==> src/rtl/mbgd_pkg.sv <==
// Shared constants and helpers for the MBGD error stage.
// Lane mode encoding, ceil-log2 and a width-generic signed clamp.
package mbgd_pkg;

  localparam logic MODE_WRAP = 1'b0;
  localparam logic MODE_SAT  = 1'b1;

  function automatic int clog2(input int v);
    int r;
    int x;
    r = 0;
    x = v - 1;
    while (x > 0) begin
      r++;
      x = x >> 1;
    end
    return r;
  endfunction

  // Clamp a sign-extended value into the signed range of w bits.
  function automatic logic [63:0] sat_clamp(
    input logic signed [63:0] d,
    input int                 w
  );
    logic signed [63:0] hi;
    logic signed [63:0] lo;
    hi = (64'sd1 <<< (w - 1)) - 64'sd1;
    lo = -(64'sd1 <<< (w - 1));
    if (d > hi) return hi;
    if (d < lo) return lo;
    return d;
  endfunction

endpackage

==> src/rtl/mbgd_lane_sub.sv <==
// One lane of the error stage: e = a - b, wrapped or saturated.
// Purely combinational; the top registers the result.
module mbgd_lane_sub
  import mbgd_pkg::*;
#(
  parameter int DW = 8
) (
  input  logic [DW-1:0] a,
  input  logic [DW-1:0] b,
  input  logic          sat_en,
  output logic [DW-1:0] e
);

  logic signed [DW:0] d;
  logic [63:0]        c;
  logic               unused_hi;

  assign d = $signed({a[DW-1], a}) - $signed({b[DW-1], b});
  assign c = sat_clamp(64'(d), DW);

  assign unused_hi = ^c[63:DW];

  assign e = (sat_en == MODE_SAT) ? c[DW-1:0] : d[DW-1:0];

endmodule

==> src/rtl/mbgd_hy_error_stage.sv <==
// MBGD error stage: per-lane h - y behind a valid/ready register
// slice, with a running signed error sum over each mini-batch.
module mbgd_hy_error_stage
  import mbgd_pkg::*;
#(
  parameter int N     = 8,
  parameter int DW    = 8,
  parameter int BATCH = 4,
  parameter int ACC_W = 16
) (
  input  logic              clk,
  input  logic              resetn,
  input  logic              clear,
  input  logic              sat_en,
  input  logic              in_valid,
  output logic              in_ready,
  input  logic [DW*N-1:0]   inp1,
  input  logic [DW*N-1:0]   inp2,
  output logic              out_valid,
  input  logic              out_ready,
  output logic [DW*N-1:0]   diff,
  output logic [ACC_W-1:0]  batch_sum,
  output logic              batch_last
);

  localparam int CW = (clog2(BATCH) < 1) ? 1 : clog2(BATCH);
  localparam logic [CW-1:0] LAST_CNT = CW'(BATCH - 1);

  generate
    if (ACC_W < DW + clog2(N) + clog2(BATCH)) begin : g_acc_chk
      $error("ACC_W too narrow for a full batch of lane errors");
    end
  endgenerate

  logic [N-1:0][DW-1:0] err;
  logic [ACC_W-1:0]     vsum;
  logic                 accept;

  logic                 valid_q, valid_d;
  logic [DW*N-1:0]      diff_q, diff_d;
  logic [ACC_W-1:0]     sum_q, sum_d;
  logic                 last_q, last_d;
  logic [CW-1:0]        cnt_q, cnt_d;

  for (genvar gi = 0; gi < N; gi++) begin : g_lane
    mbgd_lane_sub #(
      .DW(DW)
    ) u_lane (
      .a     (inp1[gi*DW +: DW]),
      .b     (inp2[gi*DW +: DW]),
      .sat_en(sat_en),
      .e     (err[gi])
    );
  end

  always_comb begin
    vsum = '0;
    for (int i = 0; i < N; i++) begin
      vsum = vsum + ACC_W'($signed(err[i]));
    end
  end

  assign in_ready = !clear && (!valid_q || out_ready);
  assign accept   = in_valid && in_ready;

  always_comb begin
    valid_d = valid_q;
    diff_d  = diff_q;
    sum_d   = sum_q;
    last_d  = last_q;
    cnt_d   = cnt_q;
    if (clear) begin
      valid_d = 1'b0;
      sum_d   = '0;
      last_d  = 1'b0;
      cnt_d   = '0;
    end else if (accept) begin
      valid_d = 1'b1;
      diff_d  = err;
      sum_d   = (cnt_q == '0) ? vsum : sum_q + vsum;
      last_d  = (cnt_q == LAST_CNT);
      cnt_d   = (cnt_q == LAST_CNT) ? '0 : cnt_q + CW'(1);
    end else if (out_ready) begin
      valid_d = 1'b0;
    end
  end

  always_ff @(posedge clk or negedge resetn) begin
    if (!resetn) begin
      valid_q <= 1'b0;
      diff_q  <= '0;
      sum_q   <= '0;
      last_q  <= 1'b0;
      cnt_q   <= '0;
    end else begin
      valid_q <= valid_d;
      diff_q  <= diff_d;
      sum_q   <= sum_d;
      last_q  <= last_d;
      cnt_q   <= cnt_d;
    end
  end

  assign out_valid  = valid_q;
  assign diff       = diff_q;
  assign batch_sum  = sum_q;
  assign batch_last = last_q;

endmodule
==> config.mk <==
export PLATFORM = sky130hd
export DESIGN_NAME = mbgd_hy_error_stage
export DESIGN_NICKNAME = d
export VERILOG_FILES = /design/src/rtl/mbgd_pkg.sv /design/src/rtl/mbgd_lane_sub.sv /design/src/rtl/mbgd_hy_error_stage.sv
export SDC_FILE = /design/constraint.sdc
export NUM_CORES = 1
export LEC_CHECK = 0
export ABC_AREA = 1
export CORE_MARGIN = 2
export CORE_UTILIZATION = 53
export CTS_BUF_LIST = sky130_fd_sc_hd__clkbuf_8
export DETAILED_ROUTE_END_ITERATION = 6
export GPL_TIMING_DRIVEN = 1
export PLACE_DENSITY = 0.82
export SYNTH_ARGS = -nofsm -noshare
export SYNTH_HDL_FRONTEND = slang
export SYNTH_HIERARCHICAL = 1
export SYNTH_SLANG_ARGS = --single-unit
==> constraint.sdc <==
create_clock -name clk -period 2.4 [get_ports clk]
set_clock_uncertainty 0.15 [all_clocks]
set_input_delay 0.36 -clock clk [delete_from_list [all_inputs] [get_ports clk]]
set_output_delay 0.36 -clock clk [all_outputs]
set_load 0.03 [all_outputs]
==> results by group <==
Run status
  • Status: complete, but fails checks
  • Failing checks: DRC, setup timing

Global route
  • Pin count of the biggest net entering global routing: 117
  • GRT Residual Overflow: 0
  • Number of global-route vias before repair: 11500
  • First-pass GRT wire length: 55.2 mm
  • Gr usage total: 34.0%
  • Initial antenna violation count: 0

Synthesis
  • Ys flop type: dfrtp_1
  • Area leader, netlist: dfrtp_1
  • Leading post-synthesis cells by cell area: dfrtp_1 21%, nand2_1 18%, fa_1 12%
  • Mean post-synth cell area: 6.93 um^2
  • Number of synthesized flops with an enable pin: 0
  • Sequential area share after synthesis: 20.6%
  • Synth cell types: 37
  • Syn Inst Count: 1476
  • Synthesized cell area: 0.0102 mm^2
  • Syn_nets: 1765
  • Yosys warns: 6
  • Post-synthesis async set-or-reset flop share: 100%
  • Yosys top cell area share: 20.6%
  • Yosys reg bits: 84

Placed design
  • Dpl ws: -4520 ps
  • # port buffers: 216
  • DP Area: 0.0141 mm^2
  • Routability cong.: 0.948
  • Dpl hpwl: 23.9 mm

Critical path
  • R2R Path End: batch_sum[12]$_DFFE_PN0P_
  • Critical path launch point type: input pin
  • Delay-heaviest family, CP: adder cells
  • Worst path required time: 2570 ps
  • FF-to-FF Start: batch_sum[0]$_DFFE_PN0P_
  • CP bufs+invs: 8
  • R2R depth: 13
  • Critical path endpoint category: register
  • Kind of critical path: in -> reg
  • CP peak stage delay: 570 ps
  • Critical path's slowest cell: fa_1
  • WP data arrival: 6500 ps
  • CP max FO: 7
  • R2R Setup Slk: 260 ps

Timing
  • Fmax: 0.158 GHz
  • Rel. slew slack: 59.6%
  • Worst Tran Pin Value: 606 ps
  • Smallest hold slack: 310 ps
  • Final min period: 6320 ps
  • Post-Route Setup TNS: -53770 ps
  • Final worst slack: -3920 ps
  • RSZ-0062 raised after global routing: yes
  • Final Hold Violating Endpoints: 0
  • Final setup vio count: 18
  • Final period util: 263%
  • Fin. max-slew vios: 0

Final layout
  • Final Instance Area: 0.0164 mm^2
  • Area delta synth->final: 60.7%
  • Layout cells sized above 1: 40.0%
  • Ant. Diodes: 0
  • Layout Nets: 2193

CTS
  • Sinks on Clock Net: 84
  • Clock tree buffer depth: 2
  • CTS tree: built
  • Clock-pin slew on the worst setup and hold paths: 100 ps
  • H-tree Lvls: 3
  • CTS Buf Count: 9
  • Clock latency on the worst-skew pair: 400 ps
  • CTS root buffer: clkbuf_8

Drt
  • Number of vias per cell: 5.59
  • Vias post-DR: 12100
  • Total wire length: 40.9 mm
  • DRT Pass-1 Iters: 7
  • DR DRC count: 1
  • Starting DRT DRC Count: 1222
  • DRT antenna net count: 0
  • Wirelength per Cell: 18.9 um

Floorplan
  • DIE AREA: 0.0204 mm^2
  • Die Span X: 143 um
  • Die height: 143 um
  • Row count: 50
  • Ports: 217
  • Starting Density: 54.3%
  • Core box area: 0.0188 mm^2

Worst hold path
  • Hold Crit Class: in -> async

Run
  • Max Cap Viol: 0
sequential cells by signal, summed over array words and instances (netlist names):
signal / count
diff: 64
batch_sum: 16
cnt_q: 2
batch_last: 1
out_valid: 1
synth_stat cells (17+ instances only):
cell type  instances
nand2_1          493
ha_1              94
nand2_2           22
inv_1            325
fa_1              61
xor2_1            29
a21oi_1           48
o21ai_0           57
dfrtp_1           84
o21ai_1           17
nand3_1           55
nor2_1            51
nand2_4           20
kinds of logic (layout without fill, tap and decap cells):
kind of cell / after synthesis / after routing / share of synthesized area (%)
buffers and inverters: 349 / 782 / 13.0
xor gates and xnor gates: 43 / 43 / 3.68
DFF: 84 / 84 / 20.6
AOI/OAI and AO/OA: 141 / 141 / 7.46
adders and majority gates: 155 / 155 / 23.4
and+or+nand+nor: 704 / 704 / 31.9
what timing repair did:
action,CTS,global route
buffers inserted,47,17
hold endpoints to repair,33,0
hold buffers,1,0
endpoints found under the setup margin,22,32
pin swaps,243,71
resized for setup,460,143
layout make-up:
class                   count  area [um^2]
clock inverters             6         73.8
clock buffers              10          138
repair buffers            435         3780
inverters                 331         1270
well taps                 260          325
multi-input cells        1043         8740
flip-flops and latches     84         2100
fillers                   852         2390
per-layer routing:
layer  vias up  wire length (um)  global-route usage [%]
li1       5323                 -                       -
met1      5670             14300                    41.5
met2       873             20200                    60.3
met3       265              3710                    5.06
met4         0              2710                    13.2
met5         -                 0                       0
stage by stage:
stage	util, %	cells
final	87.3	2169
after global routing	87.3	2169
after CTS	83.8	2153
after detailed placement	75.1	2093
after global placement	75.1	2093
after floorplan	-	1476
worst max path at each step:
stage,slack (ps),end,from,cells past startpoint
floorplan,-3530,batch_sum[15]$_DFFE_PN0P_,inp1[0],40
global placement,-4390,batch_sum[15]$_DFFE_PN0P_,inp1[0],38
detailed placement,-4520,batch_sum[15]$_DFFE_PN0P_,inp1[0],36
CTS,-3440,batch_sum[15]$_DFFE_PN0P_,inp1[0],41
global route,-4120,batch_sum[13]$_DFFE_PN0P_,inp2[20],38
finish,-3920,batch_sum[7]$_DFFE_PN0P_,inp2[20],35
cell usage in the layout, fill, tap and decap left out, types with 40 or more instances in the layout:
cell type        instances
buf_4                  202
o21ai_0                 50
inv_2                  107
nand2_2                123
nand2_1                372
inv_1                  215
dlygate4sd2_1           60
fa_1                    45
ha_4                    71
nand2_4                 40
clkdlybuf4s50_1        114
dfrtp_1                 84
Power is not shown: default switching activity piles up to over one toggle a cycle in this logic, so the estimate is an artifact.
